==> config.mk <==
export PLATFORM = sky130hd
export DESIGN_NAME = tone_sequencer
export DESIGN_NICKNAME = d
export VERILOG_FILES = /design/src/rtl/tone_sequencer.sv
export SDC_FILE = /design/constraint.sdc
export NUM_CORES = 1
export LEC_CHECK = 0
export CAP_MARGIN = 20
export CELL_PAD_IN_SITES_DETAIL_PLACEMENT = 1
export CELL_PAD_IN_SITES_GLOBAL_PLACEMENT = 1
export CORE_MARGIN = 2
export CORE_UTILIZATION = 35
export CTS_CLUSTER_SIZE = 28
export DETAILED_ROUTE_END_ITERATION = 8
export PLACE_DENSITY_LB_ADDON = 0.3
export SYNTH_ARGS = -nofsm -noshare
export SYNTH_HDL_FRONTEND = slang
export SYNTH_SLANG_ARGS = --single-unit
export TNS_END_PERCENT = 100
==> constraint.sdc <==
create_clock -name clk -period 6.4 [get_ports clk]
set_clock_uncertainty 0.1 [all_clocks]
set_input_delay 1.28 -clock clk [delete_from_list [all_inputs] [get_ports clk]]
set_output_delay 1.28 -clock clk [all_outputs]
set_load 0.03 [all_outputs]
==> src/rtl/tone_sequencer.sv <==
// tone_sequencer
//
// Plays a square-wave tone for one of N_CH trigger channels at a time.
// Higher channel index has priority. A tone lasts `duration` cycles with a
// half-period taken from that channel's slice of `half_period`. Lower-priority
// triggers are remembered as sticky pending bits. Pending channels are played
// after a silent gap of GAP_CYCLES cycles.
//
// All outputs are registered. They therefore show the internal state one cycle
// later. A trigger sampled at edge n gives sound=1 after edge n+1.
//
// Ports:
//   clk         - single clock, rising edge
//   rst         - synchronous active-high reset
//   trig        - per-channel trigger requests (N_CH bits)
//   half_period - packed per-channel half-periods, channel c at [c*HP_W +: HP_W]
//   duration    - tone length in cycles, shared by all channels
//   mute        - forces sound low (registered), timing unaffected
//   sound       - registered square-wave output
//   busy        - sequencer is not idle
//   cur_ch      - channel currently (or most recently) playing
//   done        - one-cycle pulse when a tone runs its full duration
module tone_sequencer #(
  parameter int N_CH       = 3,
  parameter int HP_W       = 17,
  parameter int DUR_W      = 24,
  parameter int GAP_CYCLES = 16,
  localparam int CH_W      = (N_CH > 1) ? $clog2(N_CH) : 1
) (
  input  logic                   clk,
  input  logic                   rst,
  input  logic [N_CH-1:0]        trig,
  input  logic [N_CH*HP_W-1:0]   half_period,
  input  logic [DUR_W-1:0]       duration,
  input  logic                   mute,
  output logic                   sound,
  output logic                   busy,
  output logic [CH_W-1:0]        cur_ch,
  output logic                   done
);

  localparam int GAP_W = (GAP_CYCLES > 1) ? $clog2(GAP_CYCLES) : 1;

  typedef enum logic [1:0] {
    S_IDLE,
    S_PLAY,
    S_GAP
  } state_t;

  state_t            state_q, state_d;
  logic [N_CH-1:0]   pend_q, pend_d;
  logic [CH_W-1:0]   ch_q, ch_d;
  logic [HP_W-1:0]   hp_q, hp_d;
  logic [DUR_W-1:0]  dur_q, dur_d;
  logic [HP_W-1:0]   phase_q, phase_d;
  logic              tone_q, tone_d;
  logic [GAP_W-1:0]  gap_q, gap_d;
  logic              sound_q, sound_d;
  logic              busy_q, busy_d;
  logic              done_q, done_d;
  logic [CH_W-1:0]   cur_ch_q, cur_ch_d;

  logic [N_CH-1:0]   req;
  logic              req_any;
  logic [CH_W-1:0]   req_hi;
  logic              trig_any;
  logic [CH_W-1:0]   trig_hi;
  logic              trig_cur;
  logic              start;
  logic [CH_W-1:0]   start_ch;
  logic [HP_W-1:0]   start_hp_raw;
  logic [DUR_W-1:0]  dur_start;

  // Index of the highest set bit (0 when the vector is empty).
  function automatic logic [CH_W-1:0] hi_index(input logic [N_CH-1:0] v);
    logic [CH_W-1:0] idx;
    idx = '0;
    for (int i = 0; i < N_CH; i++) begin
      if (v[i]) idx = CH_W'(i);
    end
    return idx;
  endfunction

  function automatic logic [N_CH-1:0] onehot(input logic [CH_W-1:0] idx);
    return {{(N_CH-1){1'b0}}, 1'b1} << idx;
  endfunction

  assign req       = pend_q | trig;
  assign req_any   = |req;
  assign req_hi    = hi_index(req);
  assign trig_any  = |trig;
  assign trig_hi   = hi_index(trig);
  assign trig_cur  = |(trig & onehot(ch_q));
  // A zero duration is played as a single cycle.
  assign dur_start = (duration == '0) ? DUR_W'(1) : duration;

  always_comb begin
    state_d      = state_q;
    pend_d       = pend_q;
    ch_d         = ch_q;
    hp_d         = hp_q;
    dur_d        = dur_q;
    phase_d      = phase_q;
    tone_d       = tone_q;
    gap_d        = gap_q;
    done_d       = 1'b0;
    start        = 1'b0;
    start_ch     = ch_q;
    start_hp_raw = '0;

    case (state_q)
      S_IDLE: begin
        if (req_any) begin
          start    = 1'b1;
          start_ch = req_hi;
          pend_d   = req & ~onehot(req_hi);
        end
      end

      S_PLAY: begin
        if (trig_any && (trig_hi > ch_q)) begin
          // Preemption: the interrupted channel is dropped, not re-queued.
          start    = 1'b1;
          start_ch = trig_hi;
          pend_d   = req & ~onehot(trig_hi) & ~onehot(ch_q);
        end else begin
          pend_d = req & ~onehot(ch_q);
          if (phase_q == hp_q - HP_W'(1)) begin
            phase_d = '0;
            tone_d  = ~tone_q;
          end else begin
            phase_d = phase_q + HP_W'(1);
          end
          if (trig_cur) begin
            // Retrigger extends the tone and keeps the waveform phase.
            dur_d = dur_start;
          end else if (dur_q <= DUR_W'(1)) begin
            done_d  = 1'b1;
            dur_d   = '0;
            gap_d   = '0;
            state_d = (|pend_d) ? S_GAP : S_IDLE;
          end else begin
            dur_d = dur_q - DUR_W'(1);
          end
        end
      end

      S_GAP: begin
        if (gap_q == GAP_W'(GAP_CYCLES - 1)) begin
          start    = 1'b1;
          start_ch = req_hi;
          pend_d   = req & ~onehot(req_hi);
        end else begin
          gap_d  = gap_q + GAP_W'(1);
          pend_d = req;
        end
      end

      default: begin
        state_d = S_IDLE;
      end
    endcase

    for (int i = 0; i < N_CH; i++) begin
      if (CH_W'(i) == start_ch) start_hp_raw = half_period[i*HP_W +: HP_W];
    end

    // Tone start: the first PLAY cycle always begins with the high half.
    if (start) begin
      state_d = S_PLAY;
      ch_d    = start_ch;
      hp_d    = (start_hp_raw == '0) ? HP_W'(1) : start_hp_raw;
      dur_d   = dur_start;
      phase_d = '0;
      tone_d  = 1'b1;
    end

    sound_d  = tone_q & (state_q == S_PLAY) & ~mute;
    busy_d   = (state_q != S_IDLE);
    cur_ch_d = ch_q;
  end

  always_ff @(posedge clk) begin
    if (rst) begin
      state_q  <= S_IDLE;
      pend_q   <= '0;
      ch_q     <= '0;
      hp_q     <= '0;
      dur_q    <= '0;
      phase_q  <= '0;
      tone_q   <= 1'b0;
      gap_q    <= '0;
      sound_q  <= 1'b0;
      busy_q   <= 1'b0;
      done_q   <= 1'b0;
      cur_ch_q <= '0;
    end else begin
      state_q  <= state_d;
      pend_q   <= pend_d;
      ch_q     <= ch_d;
      hp_q     <= hp_d;
      dur_q    <= dur_d;
      phase_q  <= phase_d;
      tone_q   <= tone_d;
      gap_q    <= gap_d;
      sound_q  <= sound_d;
      busy_q   <= busy_d;
      done_q   <= done_d;
      cur_ch_q <= cur_ch_d;
    end
  end

  assign sound  = sound_q;
  assign busy   = busy_q;
  assign done   = done_q;
  assign cur_ch = cur_ch_q;

endmodule

After elaboration in Yosys (flattened, before gate mapping)

Cells that the tools add are included.

Mux-type cells: 43
Add/subtract/negate cells: 4
Shift operators: 3
Div/mod/pow operators: 0
Bitwise logic cells: 16
Magnitude comparators: 2
Multiply operators: 0
Equality and inequality tests: 16
Reductions and logical operators: 24

Operator list:

| cell                    | count |
|---|---|
| $mux W24                | 6 |
| $mux W17                | 5 |
| $le A24 B1 Y1 const B   | 1 |
| $logic_not A24 Y1       | 1 |
| $sub A24 B1 Y24 const B | 1 |
| $mux W2                 | 9 |
| $add A17 B1 Y17 const B | 1 |
| $eq A17 B17 Y1          | 1 |
| $logic_not A17 Y1       | 1 |
| $sub A17 B1 Y17 const B | 1 |
| $mux W4                 | 4 |
| $and A3 B3 Y3           | 5 |
| $ne A2 B2 Y1 const B    | 6 |
| $reduce_or A3 Y1        | 4 |
| $mux W1                 | 11 |
| $mux W3                 | 3 |
| $ne A3 B3 Y1 const B    | 3 |
| $not A3 Y3              | 3 |
| $pmux W3 S3             | 1 |
| $shl A1 B2 Y3 const A   | 3 |
| $pmux W4 S2             | 1 |
| $reduce_and A4 Y1       | 2 |
| $reduce_bool A2 Y1      | 4 |
| $pmux W2 S3             | 1 |
| other kinds (21)        | 30 |

Output and inout bits: 5
Bits in writable memories: 0
Bits of input ports: 81
Logic and storage cells: 121
Latch bits: 0
Register bits after elaboration: 75
Memories: 0
Memory bits (read-only): 0

Longest topological paths before layout

Gate-level depths: netlist (run 1).

Word-level depth: 12
Depth in mapped cells: 15
Gate-level depth less buffers: 12

Worst setup path after synthesis (run 1)

OpenSTA, ideal clock, no wires.

Path kind: input to register
From: in trig[1]
To: reg hp_q[0]
Cell stages on the path: 14
Setup time: 92 ps
Data required time: 6,208 ps
Arrival: 3,947 ps
Path buffers: 3
Path slack: 2,261 ps
Cells stage by stage: clkbuf_1 -> nor2b_1 -> inv_1 -> ha_1 -> nand2_1 -> o21a_1 -> a32o_1 -> a221o_1 -> and2_1 -> clkbuf_1 -> buf_1 -> a2111oi_0 -> nand4b_1 -> o32ai_1

Word-level cells in the longest chain between the ends: 12
Elaborated cells between the ends (all ways): 24
Classes of those cells: 1 x order compare; 2 x eq/ne; 15 x mux; 1 x bitwise; 5 x reduce/logical

Ends and longest elaborated chain:

| item                  | line | RTL |
|---|---|---|
| from (decl)           | 32   | `input logic [N_CH-1:0] trig,` |
| $mux W1               | 79   | `if (v[i]) idx = CH_W'(i);` |
| $mux W2               | 79   |  |
| $gt A2 B2 Y1          | 121  | `if (trig_any && (trig_hi > ch_q)) begin` |
| $logic_and A1 B1 Y1   | 121  |  |
| $mux W2               | 121  |  |
| $pmux W2 S3           | 111  | `case (state_q)` |
| $logic_not A2 Y1      | 165  | `if (CH_W'(i) == start_ch) start_hp_raw = half_period[i*HP_W +: HP_W];` |
| $mux W17 (3 in a row) | 165  |  |
| $logic_not A17 Y1     | 172  | `hp_d = (start_hp_raw == '0) ? HP_W'(1) : start_hp_raw;` |
| $mux W17              | 172  |  |
| to (signal assigned)  | 201  | `hp_q <= hp_d;` |
| to (decl)             | 53   | `logic [HP_W-1:0] hp_q, hp_d;` |

Several ways; a longest one is shown, not always the timed one.
A chain may end at the register's enable or synchronous reset.

Final worst setup path (run 1)

From: in trig[2]
To: reg hp_q[0]

Word-level cells in the longest chain between the ends: 11
Elaborated cells between the ends (all ways): 22
Classes of those cells: 1 x order compare; 2 x eq/ne; 13 x mux; 1 x bitwise; 5 x reduce/logical

Ends and longest elaborated chain:

| item                  | line |
|---|---|
| $mux W2               | 79 |
| $gt A2 B2 Y1          | 121 |
| $logic_and A1 B1 Y1   | 121 |
| $mux W2               | 121 |
| $pmux W2 S3           | 111 |
| $logic_not A2 Y1      | 165 |
| $mux W17 (3 in a row) | 165 |
| $logic_not A17 Y1     | 172 |
| $mux W17              | 172 |

Several ways; a longest one is shown, not always the timed one.

==> impl_results.md, run 1 <==
- # diodes: 0
- Number of setup buffers added after CTS: 0
- Commonest non-fill, non-tap cells in the layout: nor2_1, clkdlybuf4s50_1, dfxtp_1
- Starting Density: 36.03%
- Leakage: 2.327 nW
- CP endpoint: hp_q[0]
- Die W: 124 um
- Finished Core Util: 44.98%
- Peak Freq: 198.1 MHz
- Largest net degree at the start of global routing: 58
- Drt wl/cell: 17.31 um
- Die span in y: 124 um
- Pins Over Slew Limit: 0
- Clock network power share: 22.9%
- Sequential area share after synthesis: 29.79%
- Hpwl dp: 11890 um
- Cells along the critical path: clkdlybuf4s50_1, nor2b_1, inv_1, ha_1, nor2b_1, o211a_2, o21ai_1, a211oi_4, buf_4, mux2i_1, o2bb2ai_1, a2111oi_0, nand4b_1, o32ai_1
- Most common cell on crit path: nor2b_1
- Setup TNS: 0 ns
- CTS tree: done
- CTS H-tree lvls: 3
- Internal: 0.001219 W
- Post-Synthesis Cells: 670
- Area Overhead vs Synth: 24.85%
- Worst r2r src: ch_q[1]
- Most common flop cell mapped by yosys: dfxtp_1
- Clock sink count: 75
- Async SR Flop Fraction: 0%
- CP delay by family, top: compound AO/OA/AOI/OAI gates
- Most common cell after layout, fill and taps aside: nor2_1
- Vias in the first global route: 5279
- Crit path kind: in2reg
- CTS buffer count: 9
- Min Clock Period, post-route: 5.047 ns
- Synth unique cells: 64
- Synthesized cell area: 5040 um^2
- R2R depth: 12
- Die area: 15380 um^2
- Startpoint Class: input port
- Seq pwr share: 31.7%
- DRT antenna net count: 0
- Total grt overflow: 0
- Post-Syn Nets: 762
- Antenna violations before repair: 0
- Clock Latency Late Sink: 0.35 ns
- Hold Fails Final Rpt: 0
- Root buf cell: clkbuf_16
- Least-Margin Pin Slew: 0.8747 ns
- Hold Slack: 0.4020 ns
- Worst setup path startpoint: trig[2]
- Avg Cell Area, Syn: 7.522 um^2
- Vias: 5143
- Crit Reg-Reg Endpoint: hp_q[0]
- Clk slew on worst S/H paths: 0.06 ns
- DRC: 0
- Comb pwr share: 45.4%
- CTS Hold Bufs: 0
- Worst Path Required: 6.56 ns
- Yosys top cell area share: 29.79%
- Critical path endpoint category: flop
- Max VDD drop: 0.1458 mV
- Yosys reg bits: 75
- Core area: 13990 um^2
- Status: finished clean
- Worst EP arrival: 5.21 ns
- Relative slew slack: 41.47%
- Critical-path top delay cell: a211oi_4
- Clk buf depth: 2
- PnR Total Power: 0.002133 W
- CP max FO: 13
- # rows: 43
- I/O Buffers: 85
- Area leader, netlist: dfxtp_1
- CP max stage delay: 0.65 ns
- Vias per cell: 5.645
- Top post-synthesis cells by area: dfxtp_1, nor2_1, nand2_1, mux2i_1, a211oi_1
- Hold Crit Depth: 2
- Share of cells above drive strength 1: 5.335%
- Pre-antenna DRT Iters: 4
- CP Depth: 14
- Final setup fails: 0
- Nets: 818
- Final period util: 78.87%
- R2R Setup Slk: 2.40 ns
- Unrepaired setup endpoints after global routing: false
- Io pins: 86
- GPL Wtd Cong: 0.8776
- P_sw: 0.0009147 W
- PD cells: 339.0 nW/um^2
- Detailed Route WL: 15770 um
- Tightest Hold Check Type: reg2reg
- Total GRT Usage: 21.75%
- EDFF count, synth: 0
- CP bufs+invs: 3
- First-pass GRT wire length: 26200 um
- Synth warnings: 0
- CTS resizes: 0
- MaxCap Viol Count: 0
- Switching Share: 42.88%
- Initial drt markers: 208
[state kept, by name, indices dropped and copies added (netlist names), 2 cells and up]
name / cells
pend_q: 3
dur_q: 24
ch_q: 2
hp_q: 17
state_q: 2
cur_ch: 2
gap_q: 4
phase_q: 17
[metrics by stage]
stage                     setup slack [ns]  instances  instance area, um^2
after floorplan                      2.261        670                 5040
after global placement               1.277        895                 6013
after detailed placement             1.006        895                 6013
after CTS                            1.366        911                 6292
after global routing                 1.031        911                 6292
final                                1.353        911                 6292
[tightest hold or removal path, stage by stage (launching register included)]
cell and delay (ns):
dfxtp_1 0.32, a22oi_1 0.06, nor2_1 0.08
[worst min-delay path by stage]
stage                            to       from  slack, ns
after floorplan               sound     tone_q       0.36
after global placement    dur_q[23]  dur_q[23]       0.37
after detailed placement  dur_q[11]  dur_q[11]       0.39
after CTS                 dur_q[23]  dur_q[23]       0.41
after global routing      dur_q[23]  dur_q[23]       0.46
final                     dur_q[23]  dur_q[23]       0.40
[layout make-up]
cell class / count / area (um^2)
clock buffer: 10 / 239.0
multi-input combinational: 530 / 3324
fill: 1747 / 7696
tap: 180 / 225.2
sequential: 75 / 1501
clock inverter: 6 / 40.04
timing repair buffer: 91 / 890.9
inverter: 19 / 71.32
[synth_stat cells (5+ instances only)]
cell       count
a211oi_1      26
a21oi_1       36
a221oi_1       6
a22oi_1       17
and3_1         5
buf_2          6
clkbuf_1      36
dfxtp_1       75
ha_1          11
inv_1         19
mux2i_1       22
nand2_1       60
nand2b_1       5
nand3_1       16
nand4_1       16
nor2_1       103
nor2b_1        5
nor3_1        30
nor4_1        17
o21ai_0       19
o21ai_1       14
o2bb2ai_1      7
o31ai_1        7
or3_1          5
xnor2_1       19
xor2_1        22
[metal layers]
| layer | wire [um] | track usage (%) | vias up |
|---|---|---|---|
| li1 | - | - | 2540 |
| met1 | 7681 | 29.37 | 2498 |
| met2 | 7260 | 35.13 | 88 |
| met3 | 535 | 3.526 | 17 |
| met4 | 291 | 7.654 | 0 |
| met5 | 0 | 0 | - |
[power groups by stage]
| stage | sequential [W] | combinational, W | clock [W] |
|---|---|---|---|
| 6_report | 0.000675 | 0.000969 | 0.000489 |
| 5_1_grt | 0.000689 | 0.00109 | 0.000515 |
| 4_1_cts | 0.000672 | 0.000974 | 0.000497 |
| 2_1_floorplan | 0.000643 | 0.000724 | 0 |
| 3_3_place_gp | 0.000675 | 0.000930 | 0 |
| 3_5_place_dp | 0.000681 | 0.000967 | 0 |
[kinds of logic after synthesis]
family | after synthesis | synth area share (%)
xor gates and xnor gates | 41 | 7.125
DFF | 75 | 29.79
muxes | 25 | 5.263
adders and majority gates | 11 | 2.731
AOI/OAI and AO/OA | 163 | 21.65
and+or+nand+nor | 290 | 28.30
buffers and inverters | 65 | 5.139
No activity file was read; power rests on OpenSTA's default activity.
==> run 2, diff against run 1 <==
==> constraint.sdc (replaced) <==
create_clock -name clk -period 4.7 [get_ports clk]
set_clock_uncertainty 0.1 [all_clocks]
set_input_delay 0.94 -clock clk [delete_from_list [all_inputs] [get_ports clk]]
set_output_delay 0.94 -clock clk [all_outputs]
set_load 0.03 [all_outputs]
==> impl_results.md, run 2 (same netlist as run 1, synthesis figures left out) <==
- Status: finished clean
- Die area: 15380 um^2 (unchanged)
- Finished Core Util: 45.72% (+0.74 points)
- DRC: 0 (unchanged)
- Largest net degree at the start of global routing: 51 (-12%)
- I/O Buffers: 85 (unchanged)
- Detailed Route WL: 16160 um (+2.5%)
- DRT antenna net count: 0 (unchanged)
- Core area: 13990 um^2 (unchanged)
- Vias in the first global route: 5348 (+1.3%)
- Pre-antenna DRT Iters: 4 (unchanged)
- CP bufs+invs: 3 (unchanged)
- Unrepaired setup endpoints after global routing: false
- Root buf cell: clkbuf_16
- GR peak layer: met2
- Worst r2r src: hp_q[0]
- Worst EP arrival: 4.30 ns (-0.91 ns)
- Most common cell after layout, fill and taps aside: nor2_1
- Met1 Track Usage GR: 30.16% (+0.79 points)
- Worst setup path startpoint: trig[2]
- Nets: 825 (+0.86%)
- Final period util: 88.11%
- CTS tree: done
- Clk buf depth: 2 (unchanged)
- # diodes: 0 (unchanged)
- GR Util met3: 3.480% (-0.046 points)
- Total grt overflow: 0 (unchanged)
- Die W: 124 um (unchanged)
- Hold Fails Final Rpt: 0 (unchanged)
- Hpwl dp: 12280 um (+3.3%)
- Setup TNS: 0 ns (unchanged)
- Vias: 5248 (+2.0%)
- Most flops, register: dur_q
- First-pass GRT wire length: 26890 um (+2.6%)
- Startpoint Class: input port
- Drt wl/cell: 17.60 um (+1.7%)
- Antenna violations before repair: 0 (unchanged)
- CP max stage delay: 0.51 ns (-0.14 ns)
- Die span in y: 124 um (unchanged)
- PD cells: 473.1 nW/um^2 (+40%)
- Leakage: 2.378 nW (+2.2%)
- Starting Density: 36.03% (unchanged)
- Critical path endpoint category: flop
- Design area: 6396 um^2 (+1.7%)
- Peak Freq: 241.5 MHz
- GR Layer Usage met2: 35.13% (unchanged)
- Crit path kind: in2reg
- Least-Margin Pin Slew: 0.9651 ns (+0.09042 ns)
- Min-delay src: dur_q[11]
- CTS buffer count: 9 (unchanged)
- Vias per cell: 5.717 (+1.3%)
- CP delay by family, top: compound AO/OA/AOI/OAI gates
- GPL Wtd Cong: 0.9250 (+5.4%)
- Number of setup buffers added after CTS: 0 (unchanged)
- Number of fill cells: 1739 (-0.46%)
- Io pins: 86 (unchanged)
- Clk slew on worst S/H paths: 0.06 ns (about the same)
- # rows: 43 (unchanged)
- Final setup fails: 0 (unchanged)
- Max reg flops: 24 (unchanged)
- Top Registers: dur_q x24, hp_q x17, phase_q x17
- Worst Path Required: 4.86 ns (-1.70 ns)
- Critical-path top delay cell: clkdlybuf4s50_1
- Min Clock Period, post-route: 4.141 ns
- Pins Over Slew Limit: 0 (unchanged)
- Clock sink count: 75 (unchanged)
- Commonest non-fill, non-tap cells in the layout: nor2_1, clkdlybuf4s50_1, dfxtp_1
- Initial drt markers: 228 (+9.6%)
- DP Area: 6078 um^2 (+1.1%)
- Clock Latency Late Sink: 0.35 ns (about the same)
- Max VDD drop: 0.3306 mV (+130%)
- CP max FO: 20 (+7)
- Tightest Hold Check Type: reg2reg
- MaxCap Viol Count: 0 (unchanged)
- Total GRT Usage: 22.19% (+0.44 points)
- CTS resizes: 0 (unchanged)
- Relative slew slack: 35.07% (-6.4 points)
- Area Overhead vs Synth: 26.91%
- Cells along the critical path: clkdlybuf4s50_1, buf_4, ha_1, nor2b_1, o211a_2, o21ai_1, a211oi_4, buf_12, and2_1, o2bb2ai_1, nor4_1, nand4_1, o32ai_1
- Share of cells above drive strength 1: 6.098% (+0.76 points)
- CTS Hold Bufs: 0 (unchanged)
- CTS H-tree lvls: 3 (unchanged)
==> run 2: cell count changes in the layout (fill, tap and decap cells not counted) <==
cell / delta
buf_4: +6
bufinv_16: +2
clkinv_2: -2
buf_12: +1
clkbuf_1: +1
clkbuf_8: -1
clkinv_4: -1
clkinvlp_4: +1
==> run 2: layout make-up <==
| cell class | instances | area (um^2) | area share (%) |
|---|---|---|---|
| multi-input combinational | 530 | 3324 | 51.98 |
| sequential | 75 | 1501 | 23.47 |
| clock inverter | 6 | 88.84 | 1.389 |
| inverter | 19 | 71.32 | 1.115 |
| tap | 180 | 225.2 | 3.521 |
| timing repair buffer | 98 | 955.9 | 14.95 |
| clock buffer | 10 | 229.0 | 3.580 |
==> run 2: power by group <==
group | total (W) | leakage (nW) | switching [W] | internal [W]
Clock | 0.000752 | 0.149 | 0.000286 | 0.000466
Sequential | 0.000921 | 0.616 | 0.000163 | 0.000758
Combinational | 0.00135 | 1.61 | 0.000800 | 0.000553
Total | 0.00303 | 2.38 | 0.00125 | 0.00178
==> run 2: worst reg2reg max path, delay by kind of cell, from the launching register on <==
family                     cells  cell delay, ns
adders and majority gates      1            0.28
and+or+nand+nor                7            2.51
DFF                            1            0.34
AOI/OAI and AO/OA              1            0.07
buffers and inverters          1            0.10
xor gates and xnor gates       1            0.17
==> run 2: routing by layer <==
layer | up-vias | wire length [um]
met5 | - | 0
met4 | 0 | 344
met3 | 27 | 619
met2 | 120 | 7407
met1 | 2543 | 7789
li1 | 2558 | -
==> run 2: per-stage QoR <==
stage / total power [W] / setup slack [ns] / hold WS, ns / cells
final: 0.003026 / 0.5591 / 0.4001 / 918
after global routing: 0.003246 / 0.2378 / 0.4591 / 918
after global placement: 0.002215 / 0.3726 / 0.3741 / 902
after CTS: 0.003038 / 0.5381 / 0.4086 / 918
after detailed placement: 0.002272 / 0.1817 / 0.3949 / 902
after floorplan: 0.001861 / 0.9009 / 0.3554 / 670
==> run 2: final timing paths <==
path | slack, ns | depth (start not counted) | to
min | 0.40 | 2 | dur_q[11]
min reg2reg | 0.40 | 2 | dur_q[11]
max | 0.56 | 13 | hp_q[0]
max reg2reg | 1.00 | 11 | phase_q[16]
==> run 3, diff against run 2 <==
--- a/config.mk
+++ b/config.mk
@@ -9,7 +9,7 @@
 export CELL_PAD_IN_SITES_DETAIL_PLACEMENT = 1
 export CELL_PAD_IN_SITES_GLOBAL_PLACEMENT = 1
 export CORE_MARGIN = 2
-export CORE_UTILIZATION = 35
+export CORE_UTILIZATION = 39
 export CTS_CLUSTER_SIZE = 28
 export DETAILED_ROUTE_END_ITERATION = 8
 export PLACE_DENSITY_LB_ADDON = 0.3
==> impl_results.md, run 3 (same netlist as run 1, synthesis figures left out) <==
- Status: finished clean
- Hold Crit Depth: 2 (unchanged)
- Antenna violations before repair: 0 (unchanged)
- Seq pwr share: 30.9% (+0.5 points)
- Commonest non-fill, non-tap cells in the layout: nor2_1, clkdlybuf4s50_1, dfxtp_1
- PD cells: 467.9 nW/um^2 (-1.1%)
- Clk slew on worst S/H paths: 0.06 ns (about the same)
- Io pins: 86 (unchanged)
- Critical-path top delay cell: clkdlybuf4s50_1
- First-pass GRT wire length: 27260 um (+1.4%)
- Clock sink count: 75 (unchanged)
- Share of cells above drive strength 1: 5.962% (-0.14 points)
- CTS H-tree lvls: 3 (unchanged)
- Vias per cell: 5.792 (+1.3%)
- Clock network power share: 23.2% (-1.6 points)
- R2R depth: 11 (unchanged)
- Comb pwr share: 46.0% (+1.3 points)
- Internal: 0.001730 W (-2.6%)
- Placed Cells: 894 (-0.89%)
- Total grt overflow: 0 (unchanged)
- # diodes: 0 (unchanged)
- CTS Hold Bufs: 0 (unchanged)
- Area occupied by multi-input gates: 3324 um^2 (unchanged)
- CP max FO: 18 (-10%)
- # rows: 41 (-4.7%)
- CTS tree: done
- Vias in the first global route: 5434 (+1.6%)
- Die span in y: 117.7 um (-5.1%)
- I/O Buffers: 85 (unchanged)
- Top Registers: dur_q x24, hp_q x17, phase_q x17
- Max VDD drop: 0.1854 mV (-44%)
- Most common cell after layout, fill and taps aside: nor2_1
- Total GRT Usage: 23.87% (+1.7 points)
- Most flops, register: dur_q
- Clk buf depth: 2 (unchanged)
- Leakage: 2.377 nW (about the same)
- Largest net degree at the start of global routing: 36 (-29%)
- Clock Latency Late Sink: 0.34 ns (about the same)
- Min Clock Period, post-route: 4.179 ns (+0.03788 ns)
- Setup TNS: 0 ns (unchanged)
- Non-filler cells, final: 910 (-0.87%)
- CTS buffer count: 9 (unchanged)
- Tightest Hold Check Type: reg2reg
- Die W: 117.7 um (-5.1%)
- Crit path kind: in2reg
- Hold Fails Final Rpt: 0 (unchanged)
- GPL Wtd Cong: 0.8545 (-7.6%)
- P_sw: 0.001250 W (about the same)
- MaxCap Viol Count: 0 (unchanged)
- Max reg flops: 24 (unchanged)
- Worst Path Required: 4.85 ns (about the same)
- Core area: 12620 um^2 (-9.8%)
- DRC: 0 (unchanged)
- Peak Freq: 239.3 MHz (-0.91%)
- Switching Share: 41.94% (+0.64 points)
- Vias: 5271 (+0.44%)
- Seq. cell area: 1501 um^2 (unchanged)
- Root buf cell: clkbuf_16
- CP Depth: 14 (+1)
- CTS resizes: 0 (unchanged)
- Final period util: 88.91% (+0.81 points)
- Detailed Route WL: 16260 um (+0.59%)
- Most common cell on crit path: nor2b_1
- Number of fill cells: 1592 (-8.5%)
- Final setup fails: 0 (unchanged)
- Critical path endpoint category: flop
- Pre-antenna DRT Iters: 4 (unchanged)
- DRT antenna net count: 0 (unchanged)
- Relative slew slack: 36.05% (+0.99 points)
- Startpoint Class: input port
- Worst EP arrival: 4.33 ns (+0.03 ns)
- Worst slack at placement: 0.2335 ns (+0.05179 ns)
- CP max stage delay: 0.54 ns (+0.03 ns)
- Cells along the critical path: clkdlybuf4s50_1, nor2b_1, inv_1, ha_1, nor2b_1, o211a_2, o21ai_1, a211oi_4, buf_12, mux2i_1, o2bb2ai_1, a2111oi_0, nand4b_1, o32ai_1
- Nets: 825 (unchanged)
- Number of setup buffers added after CTS: 0 (unchanged)
- Unrepaired setup endpoints after global routing: false
- Least-Margin Pin Slew: 0.9592 ns (-0.005883 ns)
- Initial drt markers: 304 (+33%)
- Die area: 13850 um^2 (-9.9%)
- Area Overhead vs Synth: 26.34%
- CP bufs+invs: 3 (unchanged)
- Pins Over Slew Limit: 0 (unchanged)
- Starting Density: 39.94% (+3.9 points)
- Drt wl/cell: 17.86 um (+1.5%)
- Final setup margin: 0.5212 ns (-0.03788 ns)
- CP delay by family, top: compound AO/OA/AOI/OAI gates
- Hpwl dp: 12420 um (+1.1%)
## run 3: cell types whose count changed in the layout (fill, tap and decap cells not counted)
cell and delta:
clkinv_2 +2, clkinvlp_4 -2, buf_12 +1, buf_4 -1, bufinv_16 -1, clkbuf_1 +1, clkinv_4 +1, inv_6 -1
## run 3: power groups by stage
stage	logic, W	registers, W	clock network [W]
floorplan	0.000986	0.000875	0
global placement	0.00130	0.000920	0
detailed placement	0.00136	0.000928	0
CTS	0.00137	0.000917	0.000700
global route	0.00152	0.000938	0.000726
finish	0.00137	0.000921	0.000690
## run 3: layer usage
| layer | track usage (%) | vias up | wire length [um] |
|---|---|---|---|
| met5 | 0 | - | 0 |
| met4 | 8.660 | 0 | 280 |
| met3 | 3.731 | 20 | 674 |
| met2 | 38.70 | 121 | 7668 |
| met1 | 32.08 | 2575 | 7631 |
| li1 | - | 2555 | - |
## run 3: final timing paths
kind / start / end / slack, ns
worst min register to register: dur_q[1] / dur_q[1] / 0.40
worst max register to register: hp_q[0] / phase_q[12] / 1.07
worst max-delay path: trig[2] / hp_q[0] / 0.52
worst min-delay path: dur_q[1] / dur_q[1] / 0.40
## run 3: through the flow
stage | area [um^2] | utilization [%] | hold slack, ns | power [W]
after floorplan | 5040 | - | 0.3554 | 0.001861
after global placement | 6081 | 48.19 | 0.3704 | 0.002220
after detailed placement | 6081 | 48.19 | 0.3926 | 0.002284
after CTS | 6367 | 50.46 | 0.4058 | 0.002985
after global routing | 6367 | 50.46 | 0.4443 | 0.003186
final | 6367 | 50.46 | 0.4047 | 0.002980
## run 3: tightest hold or removal path, cell delays in order, from the launching register on
cell	delay, ns
dfxtp_1	0.31
nor2_1	0.10
a211oi_1	0.05
## run 3: area by class of cell
type                    count  share of cell area [%]
inverters                  19                   1.120
clock buffers              11                   3.655
flip-flops and latches     75                   23.58
clock inverters             5                  0.8450
repair buffers             98                   15.21
well taps                 172                   3.380
multi-input cells         530                   52.21
